## config.mk

```make
export PLATFORM = sky130hd
export DESIGN_NAME = split_header_payload
export DESIGN_NICKNAME = d
export VERILOG_FILES = /design/src/rtl/pkt_parser_pkg.sv /design/src/rtl/pkt_stat_cnt.sv /design/src/rtl/split_header_payload.sv
export SDC_FILE = /design/constraint.sdc
export NUM_CORES = 1
export LEC_CHECK = 0
export ABC_AREA = 1
export CAP_MARGIN = 10
export CORE_ASPECT_RATIO = 0.7
export CORE_MARGIN = 5
export CORE_UTILIZATION = 40
export DETAILED_ROUTE_END_ITERATION = 10
export PLACE_DENSITY = 0.77
export SETUP_SLACK_MARGIN = 0.02
export SLEW_MARGIN = 15
export SYNTH_ARGS = -nofsm -noshare
export SYNTH_HDL_FRONTEND = slang
export SYNTH_HIERARCHICAL = 1
export SYNTH_SLANG_ARGS = --single-unit
```

## constraint.sdc

```tcl
create_clock -name clk -period 5.8 [get_ports clk]
set_clock_uncertainty 0.1 [all_clocks]
set_input_delay 1.16 -clock clk [delete_from_list [all_inputs] [get_ports clk]]
set_output_delay 1.16 -clock clk [all_outputs]
set_load 0.02 [all_outputs]
```

## src/rtl/pkt_parser_pkg.sv

```systemverilog
// Shared types and helpers for the packet-parser datapath.
package pkt_parser_pkg;

  typedef enum logic [1:0] {
    IDLE,
    HEAD,
    PAY_FIRST,
    PAY
  } split_state_t;

  localparam int unsigned DEFAULT_ID_WIDTH = 32;

  // Header length of 0 means a single header beat; oversize values saturate.
  function automatic int unsigned clamp_hdr_beats(input int unsigned value,
                                                  input int unsigned max_beats);
    if (value == 0) return 1;
    if (value > max_beats) return max_beats;
    return value;
  endfunction

endpackage

```

## src/rtl/pkt_stat_cnt.sv

```systemverilog
// Wrapping statistics counter with synchronous reset and increment enable.
module pkt_stat_cnt #(
  parameter int unsigned CNT_WIDTH = 32
) (
  input  logic                 clk,
  input  logic                 reset,
  input  logic                 inc,
  output logic [CNT_WIDTH-1:0] count
);

  always_ff @(posedge clk) begin
    if (reset) begin
      count <= '0;
    end else if (inc) begin
      count <= count + CNT_WIDTH'(1);
    end
  end

endmodule

```

## src/rtl/split_header_payload.sv

```systemverilog
// Splits each inbound Avalon-ST packet into a header stream (first H beats) and a payload
// stream (remaining beats), with per-packet H, optional payload discard and statistics.
module split_header_payload
  import pkt_parser_pkg::*;
#(
  parameter int unsigned DATA_WIDTH       = 64,
  parameter int unsigned MAX_HEADER_BEATS = 4,
  parameter int unsigned ID_WIDTH         = DEFAULT_ID_WIDTH,
  parameter int unsigned CNT_WIDTH        = 32,
  parameter int unsigned EMPTY_WIDTH      = $clog2(DATA_WIDTH / 8)
) (
  input  logic                                  clk,
  input  logic                                  reset,

  input  logic                                  in_valid,
  output logic                                  in_ready,
  input  logic                                  in_sop,
  input  logic                                  in_eop,
  input  logic                                  in_error,
  input  logic [EMPTY_WIDTH-1:0]                in_empty,
  input  logic [DATA_WIDTH-1:0]                 in_data,

  output logic                                  hdr_out_valid,
  input  logic                                  hdr_out_ready,
  output logic                                  hdr_out_sop,
  output logic                                  hdr_out_eop,
  output logic                                  hdr_out_error,
  output logic [EMPTY_WIDTH-1:0]                hdr_out_empty,
  output logic [DATA_WIDTH-1:0]                 hdr_out_data,

  output logic                                  pay_out_valid,
  input  logic                                  pay_out_ready,
  output logic                                  pay_out_sop,
  output logic                                  pay_out_eop,
  output logic                                  pay_out_error,
  output logic [EMPTY_WIDTH-1:0]                pay_out_empty,
  output logic [DATA_WIDTH-1:0]                 pay_out_data,

  input  logic [$clog2(MAX_HEADER_BEATS+1)-1:0] i_hdr_beats,
  input  logic                                  i_drop_payload,
  output logic [ID_WIDTH-1:0]                   o_id,
  output logic                                  o_in_payload,
  output logic [CNT_WIDTH-1:0]                  o_pkt_cnt,
  output logic [CNT_WIDTH-1:0]                  o_drop_cnt,
  output logic [CNT_WIDTH-1:0]                  o_orphan_cnt
);

  localparam int unsigned HBW = $clog2(MAX_HEADER_BEATS + 1);

  split_state_t  state_q, state_d;
  logic [HBW-1:0] beat_cnt_q, beat_cnt_d;
  logic [HBW-1:0] hdr_beats_q, hdr_beats_d;
  logic [HBW-1:0] hdr_beats_sel;
  logic           drop_q, drop_d;
  logic [ID_WIDTH-1:0] id_q, id_d;

  logic hdr_sel;
  logic pay_sel;
  logic hdr_sop;
  logic force_eop;
  logic pkt_inc;
  logic drop_inc;
  logic orphan_inc;

  assign hdr_beats_sel = HBW'(clamp_hdr_beats(32'(i_hdr_beats), MAX_HEADER_BEATS));

  always_comb begin
    state_d     = state_q;
    beat_cnt_d  = beat_cnt_q;
    hdr_beats_d = hdr_beats_q;
    drop_d      = drop_q;
    id_d        = id_q;
    in_ready    = 1'b0;
    hdr_sel     = 1'b0;
    pay_sel     = 1'b0;
    hdr_sop     = 1'b0;
    force_eop   = 1'b0;
    pkt_inc     = 1'b0;
    drop_inc    = 1'b0;
    orphan_inc  = 1'b0;

    unique case (state_q)
      IDLE: begin
        if (in_sop) begin
          in_ready  = hdr_out_ready;
          hdr_sel   = in_valid;
          hdr_sop   = 1'b1;
          force_eop = !in_eop && (hdr_beats_sel == HBW'(1));
          if (in_valid && hdr_out_ready) begin
            hdr_beats_d = hdr_beats_sel;
            drop_d      = i_drop_payload;
            id_d        = in_data[DATA_WIDTH-2 -: ID_WIDTH];
            pkt_inc     = 1'b1;
            beat_cnt_d  = HBW'(1);
            if (in_eop) begin
              state_d = IDLE;
            end else if (force_eop) begin
              state_d = PAY_FIRST;
            end else begin
              state_d = HEAD;
            end
          end
        end else begin
          // Beats outside a packet are swallowed so ingress never stalls on them.
          in_ready   = 1'b1;
          orphan_inc = in_valid;
        end
      end
      HEAD: begin
        in_ready  = hdr_out_ready;
        hdr_sel   = in_valid;
        force_eop = !in_eop && ((beat_cnt_q + HBW'(1)) == hdr_beats_q);
        if (in_valid && hdr_out_ready) begin
          beat_cnt_d = beat_cnt_q + HBW'(1);
          if (in_eop) begin
            state_d = IDLE;
          end else if (force_eop) begin
            state_d = PAY_FIRST;
          end
        end
      end
      PAY_FIRST, PAY: begin
        if (drop_q) begin
          in_ready = 1'b1;
          drop_inc = in_valid;
        end else begin
          in_ready = pay_out_ready;
          pay_sel  = in_valid;
        end
        if (in_valid && in_ready) begin
          state_d = in_eop ? IDLE : PAY;
        end
      end
      default: state_d = IDLE;
    endcase

    if (reset) begin
      in_ready   = 1'b0;
      hdr_sel    = 1'b0;
      pay_sel    = 1'b0;
      pkt_inc    = 1'b0;
      drop_inc   = 1'b0;
      orphan_inc = 1'b0;
    end
  end

  always_ff @(posedge clk) begin
    if (reset) begin
      state_q     <= IDLE;
      beat_cnt_q  <= '0;
      hdr_beats_q <= '0;
      drop_q      <= 1'b0;
      id_q        <= '0;
    end else begin
      state_q     <= state_d;
      beat_cnt_q  <= beat_cnt_d;
      hdr_beats_q <= hdr_beats_d;
      drop_q      <= drop_d;
      id_q        <= id_d;
    end
  end

  // Unselected port drives every field to zero.
  assign hdr_out_valid = hdr_sel;
  assign hdr_out_sop   = hdr_sel & hdr_sop;
  assign hdr_out_eop   = hdr_sel & (in_eop | force_eop);
  assign hdr_out_error = hdr_sel & in_error;
  assign hdr_out_empty = (hdr_sel && !force_eop) ? in_empty : '0;
  assign hdr_out_data  = hdr_sel ? in_data : '0;

  assign pay_out_valid = pay_sel;
  assign pay_out_sop   = pay_sel & (state_q == PAY_FIRST);
  assign pay_out_eop   = pay_sel & in_eop;
  assign pay_out_error = pay_sel & in_error;
  assign pay_out_empty = pay_sel ? in_empty : '0;
  assign pay_out_data  = pay_sel ? in_data : '0;

  assign o_id         = id_q;
  assign o_in_payload = (state_q == PAY_FIRST) || (state_q == PAY);

  pkt_stat_cnt #(
    .CNT_WIDTH(CNT_WIDTH)
  ) u_pkt_cnt (
    .clk  (clk),
    .reset(reset),
    .inc  (pkt_inc),
    .count(o_pkt_cnt)
  );

  pkt_stat_cnt #(
    .CNT_WIDTH(CNT_WIDTH)
  ) u_drop_cnt (
    .clk  (clk),
    .reset(reset),
    .inc  (drop_inc),
    .count(o_drop_cnt)
  );

  pkt_stat_cnt #(
    .CNT_WIDTH(CNT_WIDTH)
  ) u_orphan_cnt (
    .clk  (clk),
    .reset(reset),
    .inc  (orphan_inc),
    .count(o_orphan_cnt)
  );

endmodule
```

==> results of run 1 <==
[where the power goes]
part	switching, uW	internal [uW]
registers	9.69	956
logic	145	119
clock network	415	636
total	570	1710
[registers in the layout, summed over array words and instances, names as in the netlist]
register            cells
drop_q                  1
u_drop_cnt/count       32
state_q                 2
u_pkt_cnt/count        32
o_id                   32
u_orphan_cnt/count     32
hdr_beats_q             3
beat_cnt_q              3
[kinds of logic after synthesis]
group                      synth area share, %
xor gates and xnor gates                 0.987
AOI/OAI and AO/OA                         11.4
DFF                                       34.3
adders and majority gates                0.627
and+or+nand+nor                           40.4
buffers and inverters                     12.2
[Yosys cell counts (8+ instances only)]
cell type / count
sky130_fd_sc_hd__nand4_1: 25
sky130_fd_sc_hd__nor2_1: 269
sky130_fd_sc_hd__a21oi_1: 91
sky130_fd_sc_hd__nand2_1: 194
sky130_fd_sc_hd__dfxtp_1: 137
sky130_fd_sc_hd__buf_6: 12
sky130_fd_sc_hd__buf_2: 18
sky130_fd_sc_hd__xnor2_1: 9
sky130_fd_sc_hd__inv_1: 177
sky130_fd_sc_hd__o21ai_0: 52
sky130_fd_sc_hd__nand2_2: 34
sky130_fd_sc_hd__o21ai_1: 8
sky130_fd_sc_hd__nor2_4: 25
sky130_fd_sc_hd__inv_2: 9
sky130_fd_sc_hd__nor2_2: 35
sky130_fd_sc_hd__nand3_1: 78
[cells in the final DEF, fill, tap and decap left out, types with 34 or more instances in the layout]
cell,n
sky130_fd_sc_hd__a21oi_1,91
sky130_fd_sc_hd__clkdlybuf4s50_1,349
sky130_fd_sc_hd__dfxtp_1,137
sky130_fd_sc_hd__inv_1,177
sky130_fd_sc_hd__nand2_1,194
sky130_fd_sc_hd__nand2_2,34
sky130_fd_sc_hd__nand3_1,78
sky130_fd_sc_hd__nor2_1,269
sky130_fd_sc_hd__nor2_2,35
sky130_fd_sc_hd__o21ai_0,52
[cell type report]
cell class | count | area (um2) | area share (%)
inverter | 189 | 717 | 5.89
clock inverter | 9 | 91.3 | 0.750
multi-input combinational | 864 | 4270 | 35.0
clock buffer | 22 | 484 | 3.98
tap | 270 | 338 | 2.77
sequential | 137 | 2740 | 22.5
timing repair buffer | 355 | 3540 | 29.0
[layer usage]
layer	global-route usage (%)	vias to the layer above
li1	-	4510
met1	33.5	4053
met2	38.2	343
met3	7.10	43
met4	6.81	0
met5	0	-
[per-stage QoR]
stage	hold WS, ps	cell area, um2	power (uW)	instances
3_5_place_dp	366	11600	1250	1815
2_1_floorplan	343	7990	1110	1228
6_report	373	12200	2280	1846
5_1_grt	419	12200	2370	1846
4_1_cts	374	12200	2300	1846
3_3_place_gp	356	11600	1250	1815
[how the worst min path moves through the flow]
stage | start | to | slack, ps
floorplan | beat_cnt_q[1] | beat_cnt_q[1] | 340
global placement | beat_cnt_q[1] | beat_cnt_q[1] | 360
detailed placement | hdr_beats_q[2] | hdr_beats_q[2] | 370
CTS | hdr_beats_q[2] | hdr_beats_q[2] | 370
global route | hdr_beats_q[2] | hdr_beats_q[2] | 420
finish | hdr_beats_q[2] | hdr_beats_q[2] | 370
[critical path, stage by stage]
cell                              delay, ps
sky130_fd_sc_hd__clkdlybuf4s50_1        630
sky130_fd_sc_hd__inv_1                   90
sky130_fd_sc_hd__nor2_2                 100
sky130_fd_sc_hd__inv_2                   70
sky130_fd_sc_hd__nor3_2                 160
sky130_fd_sc_hd__inv_2                  280
sky130_fd_sc_hd__buf_4                  320
sky130_fd_sc_hd__nor2_1                 150
sky130_fd_sc_hd__clkdlybuf4s50_1        630
==> report_table.html, run 1 <==
<table>
<tr><th>Metric</th><th>Value</th></tr>
<tr><th colspan="2">Synth</th></tr>
<tr><td>Post-synth design cell area</td><td>7990 um2</td></tr>
<tr><td>Count of cell types in the netlist</td><td>34</td></tr>
<tr><td>Flip-flop and latch count after synthesis</td><td>137</td></tr>
<tr><td>Instance count of the mapped netlist</td><td>1228</td></tr>
<tr><td>Sequential fraction of the synthesis area</td><td>34.3%</td></tr>
<tr><td>Total of warnings raised by yosys</td><td>6</td></tr>
<tr><td>Nets in the synthesized netlist</td><td>1311</td></tr>
<tr><td>Post-synthesis area per instance</td><td>6.50 um2</td></tr>
<tr><td>Synth top area cells</td><td>sky130_fd_sc_hd__dfxtp_1 (34%), sky130_fd_sc_hd__nor2_1 (13%), sky130_fd_sc_hd__nand2_1 (9.1%)</td></tr>
<tr><td>Number of enable-type register cells in the synthesized netlist</td><td>0</td></tr>
<tr><td>Share of flip-flops with an asynchronous set or reset</td><td>0%</td></tr>
<tr><td>Most used flip-flop cell after synthesis</td><td>sky130_fd_sc_hd__dfxtp_1</td></tr>
<tr><td>Share of Yosys cell area claimed by the top area cell type</td><td>34.3%</td></tr>
<tr><td>Post-synth top area cell</td><td>sky130_fd_sc_hd__dfxtp_1</td></tr>
<tr><th colspan="2">Clocking</th></tr>
<tr><td>Number of clock sinks</td><td>137</td></tr>
<tr><td>Root buf cell</td><td>sky130_fd_sc_hd__clkbuf_16</td></tr>
<tr><td>TritonCTS clock tree</td><td>built</td></tr>
<tr><td>Num CTS Buffers</td><td>17</td></tr>
<tr><td>Clock-pin slew reported for the worst setup and hold paths after clock tree synthesis</td><td>50 ps</td></tr>
<tr><td>Skew-Pair Late Insertion Delay</td><td>410 ps</td></tr>
<tr><td>Count of H-tree levels built during CTS</td><td>4</td></tr>
<tr><td>Number of buffers inserted for hold repair after clock tree synthesis</td><td>0</td></tr>
<tr><td>Post-CTS Repair Setup Buffers</td><td>0</td></tr>
<tr><td>Maximum number of buffers from clock root to sink</td><td>2</td></tr>
<tr><td>Cells resized by post-CTS repair</td><td>0</td></tr>
<tr><th colspan="2">Min path</th></tr>
<tr><td>Class of the tightest hold or removal check</td><td>register to register</td></tr>
<tr><td>Hold path cells</td><td>2</td></tr>
<tr><th colspan="2">Floorplanning</th></tr>
<tr><td>I/O pin total</td><td>351</td></tr>
<tr><td>Area of the die</td><td>22900 um2</td></tr>
<tr><td>Core region area</td><td>19700 um2</td></tr>
<tr><td>Die boundary height</td><td>128 um</td></tr>
<tr><td>Width of the chip</td><td>179 um</td></tr>
<tr><td>Rows</td><td>43</td></tr>
<tr><td>Starting Density</td><td>40.4%</td></tr>
<tr><th colspan="2">Layout</th></tr>
<tr><td>Ratio of cells with drive above 1 in the final layout</td><td>10.6%</td></tr>
<tr><td>Final net count</td><td>1647</td></tr>
<tr><td>Number of filler cells placed in the layout</td><td>1793</td></tr>
<tr><td>Final core area utilization</td><td>61.7%</td></tr>
<tr><td>Inserted Diodes</td><td>0</td></tr>
<tr><td>Area delta synth-&gt;final</td><td>52.5%</td></tr>
<tr><th colspan="2">Critical path</th></tr>
<tr><td>Crit path required time</td><td>4540 ps</td></tr>
<tr><td>R2r startpoint</td><td>state_q[0]</td></tr>
<tr><td>Minimum setup slack among reg-to-reg paths</td><td>3200 ps</td></tr>
<tr><td>Critical Path Sink</td><td>pay_out_data[14]</td></tr>
<tr><td>Nature of the critical path endpoint</td><td>output pin</td></tr>
<tr><td>Crit path DAT</td><td>3600 ps</td></tr>
<tr><td>Type of the worst setup path</td><td>primary input to output pin</td></tr>
<tr><td>Type of element launching the critical path</td><td>primary input</td></tr>
<tr><td>Startpoint of the most critical setup path</td><td>in_valid</td></tr>
<tr><td>Maximum net fanout on the critical path</td><td>41</td></tr>
<tr><td>Length in cells of the worst reg-to-reg path</td><td>12</td></tr>
<tr><td>Reg2Reg Capture Point</td><td>u_pkt_cnt/count[28]</td></tr>
<tr><th colspan="2">Timing</th></tr>
<tr><td>Setup violators final</td><td>0</td></tr>
<tr><td>Min cycle time layout</td><td>4860 ps</td></tr>
<tr><td>Final worst slack</td><td>939 ps</td></tr>
<tr><td>Summed negative setup slack over all endpoints</td><td>0 ps</td></tr>
<tr><td>Final hold violations</td><td>0</td></tr>
<tr><td>RSZ-0062 raised after global routing</td><td>no</td></tr>
<tr><td>Final cycle utilization of the critical path</td><td>83.8%</td></tr>
<tr><td>Fmax</td><td>0.206 GHz</td></tr>
<tr><td>Number of max-slew violations in the final report</td><td>0</td></tr>
<tr><td>Transition at the pin with the smallest max-transition slack</td><td>1070 ps</td></tr>
<tr><td>Headroom to the max-slew limit</td><td>28.7%</td></tr>
<tr><th colspan="2">Detailed routing</th></tr>
<tr><td>Met2 wire length</td><td>12800 um</td></tr>
<tr><td>Drc violations</td><td>0</td></tr>
<tr><td>Number of routed nets with antenna violations</td><td>0</td></tr>
<tr><td>Count of TritonRoute iterations in the first routing pass</td><td>5</td></tr>
<tr><td>Post-detailed-route wirelength per cell</td><td>15.7 um</td></tr>
<tr><td>Number of design-rule violations left by the first detailed-router iteration</td><td>672</td></tr>
<tr><td>Overall routed net length</td><td>29000 um</td></tr>
<tr><td>Met1 Wirelength</td><td>13200 um</td></tr>
<tr><td>Highest metal layer used by the detailed router</td><td>met4</td></tr>
<tr><td>Wire length on met3</td><td>2360 um</td></tr>
<tr><td>Average vias per placed instance</td><td>4.85</td></tr>
<tr><td>Detailed-route via count</td><td>8949</td></tr>
<tr><th colspan="2">Placed design</th></tr>
<tr><td>DPL Wire Length</td><td>22900 um</td></tr>
<tr><td>Number of port buffers</td><td>350</td></tr>
<tr><td>Worst slack after detailed placement</td><td>942 ps</td></tr>
<tr><td>Routability congestion estimate from global placement</td><td>0.975</td></tr>
<tr><th colspan="2">Global route</th></tr>
<tr><td>Via count of the first global-routing pass</td><td>8130</td></tr>
<tr><td>Pin count of the biggest net entering global routing</td><td>68</td></tr>
<tr><td>Total routing resource utilization after global routing</td><td>24.6%</td></tr>
<tr><td>GRT overflow</td><td>0</td></tr>
<tr><td>Antenna violations before repair</td><td>0</td></tr>
<tr><td>Global-route wire length before repair</td><td>44800 um</td></tr>
<tr><th colspan="2">Run status</th></tr>
<tr><td>Result of the run</td><td>complete, no violations</td></tr>
<tr><th colspan="2">Job</th></tr>
<tr><td>Max capacitance violation total</td><td>0</td></tr>
<tr><th colspan="2">Power and ir drop</th></tr>
<tr><td>Peak supply drop</td><td>152 uV</td></tr>
<tr><td>Power density of the placed cells</td><td>187 nW/um2</td></tr>
<tr><td>Leakage power figure</td><td>0.00499 uW</td></tr>
</table>
Power figures use the tool's default switching activity.
==> run 2: changes to the inputs <==
==> constraint.sdc (replaced) <==
create_clock -name clk -period 5 [get_ports clk]
set_clock_uncertainty 0.1 [all_clocks]
set_input_delay 1 -clock clk [delete_from_list [all_inputs] [get_ports clk]]
set_output_delay 1 -clock clk [all_outputs]
set_load 0.02 [all_outputs]
==> run 2 against run 1 <==
Combinational power is 16% higher. Die area did not move. Register-to-register slack got worse by 750 ps. Count of clock-buffer cells in the layout is 3 lower. First-iteration DRC count is 30% higher. Non-clock buffer count decreased by 2. Wire length increased by 0.82%. Via count grew 0.72%.
==> report_table.html, run 2 (synthesized netlist as in run 1, its figures left out) <==
<table>
<tr><th>Metric</th><th>Value</th></tr>
<tr><th colspan="2">Timing</th></tr>
<tr><td>Number of max-slew violations in the final report</td><td>0 (unchanged)</td></tr>
<tr><td>RSZ-0062 raised after global routing</td><td>no (unchanged)</td></tr>
<tr><td>Setup violators final</td><td>0 (unchanged)</td></tr>
<tr><td>Headroom to the max-slew limit</td><td>27.8% (was 28.7%)</td></tr>
<tr><td>Fmax</td><td>0.222 GHz</td></tr>
<tr><td>Summed negative setup slack over all endpoints</td><td>0 ps (unchanged)</td></tr>
<tr><td>Final hold violations</td><td>0 (unchanged)</td></tr>
<tr><td>Final cycle utilization of the critical path</td><td>90.1%</td></tr>
<tr><td>Transition at the pin with the smallest max-transition slack</td><td>1080 ps (was 1070 ps)</td></tr>
<tr><td>Min cycle time layout</td><td>4500 ps</td></tr>
<tr><th colspan="2">Min path</th></tr>
<tr><td>Startpoint of the tightest hold check path</td><td>beat_cnt_q[1] (was hdr_beats_q[2])</td></tr>
<tr><td>Class of the tightest hold or removal check</td><td>register to register (unchanged)</td></tr>
<tr><th colspan="2">Job</th></tr>
<tr><td>Max capacitance violation total</td><td>0 (unchanged)</td></tr>
<tr><th colspan="2">Clocking</th></tr>
<tr><td>Number of clock sinks</td><td>137 (unchanged)</td></tr>
<tr><td>Clock-pin slew reported for the worst setup and hold paths after clock tree synthesis</td><td>60 ps (was 50 ps)</td></tr>
<tr><td>Num CTS Buffers</td><td>17 (unchanged)</td></tr>
<tr><td>Post-CTS Repair Setup Buffers</td><td>0 (unchanged)</td></tr>
<tr><td>Root buf cell</td><td>sky130_fd_sc_hd__clkbuf_16 (unchanged)</td></tr>
<tr><td>Maximum number of buffers from clock root to sink</td><td>2 (unchanged)</td></tr>
<tr><td>TritonCTS clock tree</td><td>built (unchanged)</td></tr>
<tr><td>Skew-Pair Late Insertion Delay</td><td>420 ps (was 410 ps)</td></tr>
<tr><td>Count of H-tree levels built during CTS</td><td>4 (unchanged)</td></tr>
<tr><th colspan="2">Power and ir drop</th></tr>
<tr><td>Power density of the placed cells</td><td>229 nW/um2 (was 187 nW/um2)</td></tr>
<tr><td>Peak supply drop</td><td>186 uV (was 152 uV)</td></tr>
<tr><td>Leakage power figure</td><td>0.00500 uW (was 0.00499 uW)</td></tr>
<tr><td>Total power</td><td>2800 uW (was 2280 uW)</td></tr>
<tr><th colspan="2">Floorplanning</th></tr>
<tr><td>Rows</td><td>43 (unchanged)</td></tr>
<tr><td>Core region area</td><td>19700 um2 (unchanged)</td></tr>
<tr><td>Die boundary height</td><td>128 um (unchanged)</td></tr>
<tr><td>Area of the die</td><td>22900 um2 (unchanged)</td></tr>
<tr><td>I/O pin total</td><td>351 (unchanged)</td></tr>
<tr><td>Starting Density</td><td>40.4% (unchanged)</td></tr>
<tr><td>Width of the chip</td><td>179 um (unchanged)</td></tr>
<tr><th colspan="2">Global route</th></tr>
<tr><td>Gr busiest metal</td><td>met2 (unchanged)</td></tr>
<tr><td>Total routing resource utilization after global routing</td><td>24.9% (was 24.6%)</td></tr>
<tr><td>Via count of the first global-routing pass</td><td>8171 (was 8130)</td></tr>
<tr><td>Antenna violations before repair</td><td>0 (unchanged)</td></tr>
<tr><td>Met3 track utilization from global routing</td><td>7.08% (was 7.10%)</td></tr>
<tr><td>Global routing usage on met1</td><td>34.5% (was 33.5%)</td></tr>
<tr><td>GRT overflow</td><td>0 (unchanged)</td></tr>
<tr><td>Met2 Track Usage GR</td><td>37.0% (was 38.2%)</td></tr>
<tr><td>Pin count of the biggest net entering global routing</td><td>71 (was 68)</td></tr>
<tr><td>Global-route wire length before repair</td><td>45100 um (was 44800 um)</td></tr>
<tr><th colspan="2">Placed design</th></tr>
<tr><td>Number of placed cells counting well taps</td><td>1813 (was 1815)</td></tr>
<tr><td>Routability congestion estimate from global placement</td><td>0.950 (was 0.975)</td></tr>
<tr><td>DPL Wire Length</td><td>22800 um (was 22900 um)</td></tr>
<tr><td>Number of port buffers</td><td>350 (unchanged)</td></tr>
<tr><th colspan="2">Critical path</th></tr>
<tr><td>Startpoint of the most critical setup path</td><td>in_valid (unchanged)</td></tr>
<tr><td>Maximum net fanout on the critical path</td><td>65 (was 41)</td></tr>
<tr><td>Type of element launching the critical path</td><td>primary input (unchanged)</td></tr>
<tr><td>Type of the worst setup path</td><td>primary input to output pin (unchanged)</td></tr>
<tr><td>Nature of the critical path endpoint</td><td>output pin (unchanged)</td></tr>
<tr><td>Crit path required time</td><td>3900 ps (was 4540 ps)</td></tr>
<tr><td>R2r startpoint</td><td>state_q[0] (unchanged)</td></tr>
<tr><td>Crit path DAT</td><td>3400 ps (was 3600 ps)</td></tr>
<tr><th colspan="2">Layout</th></tr>
<tr><td>Inserted Diodes</td><td>0 (unchanged)</td></tr>
<tr><td>Final instance count without filler cells</td><td>1845 (was 1846)</td></tr>
<tr><td>Ratio of cells with drive above 1 in the final layout</td><td>10.5% (was 10.6%)</td></tr>
<tr><td>Final core area utilization</td><td>61.9% (was 61.7%)</td></tr>
<tr><td>Area delta synth-&gt;final</td><td>53.1% (was 52.5%)</td></tr>
<tr><td>Number of filler cells placed in the layout</td><td>1777 (was 1793)</td></tr>
<tr><td>Leading cell type in the layout, fill and taps excluded</td><td>sky130_fd_sc_hd__clkdlybuf4s50_1 (unchanged)</td></tr>
<tr><td>Leading cell types in the layout, fill and taps excluded</td><td>sky130_fd_sc_hd__clkdlybuf4s50_1 (349), sky130_fd_sc_hd__nor2_1 (269), sky130_fd_sc_hd__nand2_1 (194), sky130_fd_sc_hd__inv_1 (177), sky130_fd_sc_hd__dfxtp_1 (137) (unchanged)</td></tr>
<tr><td>Final net count</td><td>1645 (was 1647)</td></tr>
<tr><th colspan="2">Detailed routing</th></tr>
<tr><td>Overall routed net length</td><td>29200 um (was 29000 um)</td></tr>
<tr><td>Drc violations</td><td>0 (unchanged)</td></tr>
<tr><td>Number of design-rule violations left by the first detailed-router iteration</td><td>873 (was 672)</td></tr>
<tr><td>Detailed-route via count</td><td>9013 (was 8949)</td></tr>
<tr><td>Number of routed nets with antenna violations</td><td>0 (unchanged)</td></tr>
<tr><td>Average vias per placed instance</td><td>4.89 (was 4.85)</td></tr>
<tr><td>Post-detailed-route wirelength per cell</td><td>15.9 um (was 15.7 um)</td></tr>
<tr><td>Count of TritonRoute iterations in the first routing pass</td><td>5 (unchanged)</td></tr>
<tr><th colspan="2">Run status</th></tr>
<tr><td>Result of the run</td><td>complete, no violations (unchanged)</td></tr>
</table>
## run 2: changes by cell type in the layout (fill, tap and decap cells not counted)
cell                         before  now
sky130_fd_sc_hd__buf_4            5    3
sky130_fd_sc_hd__inv_4            3    4
sky130_fd_sc_hd__inv_6            1    3
sky130_fd_sc_hd__clkinvlp_4       1    2
sky130_fd_sc_hd__clkbuf_8         4    1
sky130_fd_sc_hd__inv_2            9    8
sky130_fd_sc_hd__clkinv_4         4    3
sky130_fd_sc_hd__bufinv_16        1    4
sky130_fd_sc_hd__clkinv_2         2    1
## run 2: worst paths after layout
kind	to	slack [ps]	depth (start not counted)
setup / recovery	hdr_out_data[30]	500	8
hold / removal	beat_cnt_q[1]	370	2
setup reg to reg	u_pkt_cnt/count[24]	2450	12
hold reg to reg	beat_cnt_q[1]	370	2
## run 2: final cells by class
class / instances / area (um2) / area share [%]
multi-input combinational: 864 / 4270 / 34.9
clock buffer: 19 / 443 / 3.62
timing repair buffer: 353 / 3520 / 28.8
tap: 270 / 338 / 2.76
clock inverter: 13 / 193 / 1.58
sequential: 137 / 2740 / 22.4
inverter: 189 / 719 / 5.89
## run 2: metrics by stage
step                hold slack, ps  setup slack, ps  area, um2
finish                         371              497      12200
global route                   412              371      12200
CTS                            372              421      12200
detailed placement             365              424      11600
global placement               355              426      11600
floorplan                      343             1660       7990
## run 2: repair_timing
action,CTS,global route
hold buffers,0,0
hold endpoints to repair,0,0
gates resized for setup,0,1
endpoints found under the setup margin,0,70
## run 2: layer usage
layer | wire, um | up-vias
li1 | - | 4508
met1 | 13000 | 4118
met2 | 13000 | 347
met3 | 2500 | 40
met4 | 738 | 0
met5 | 0 | -
## run 2: power breakdown
group / total (uW) / internal (uW) / switching [uW] / leakage [uW]
sequential: 1120 / 1110 / 11.3 / 0.00111
clock: 1370 / 855 / 516 / 0.000305
combinational: 307 / 138 / 169 / 0.00359
## run 2: worst max-delay path, cell delays in order
cell and delay, ps:
sky130_fd_sc_hd__clkdlybuf4s50_1 530, sky130_fd_sc_hd__inv_1 120, sky130_fd_sc_hd__nor2_2 40, sky130_fd_sc_hd__inv_2 110, sky130_fd_sc_hd__nor2_4 60, sky130_fd_sc_hd__inv_2 760
sky130_fd_sc_hd__nor2_1 140, sky130_fd_sc_hd__clkdlybuf4s50_1 600
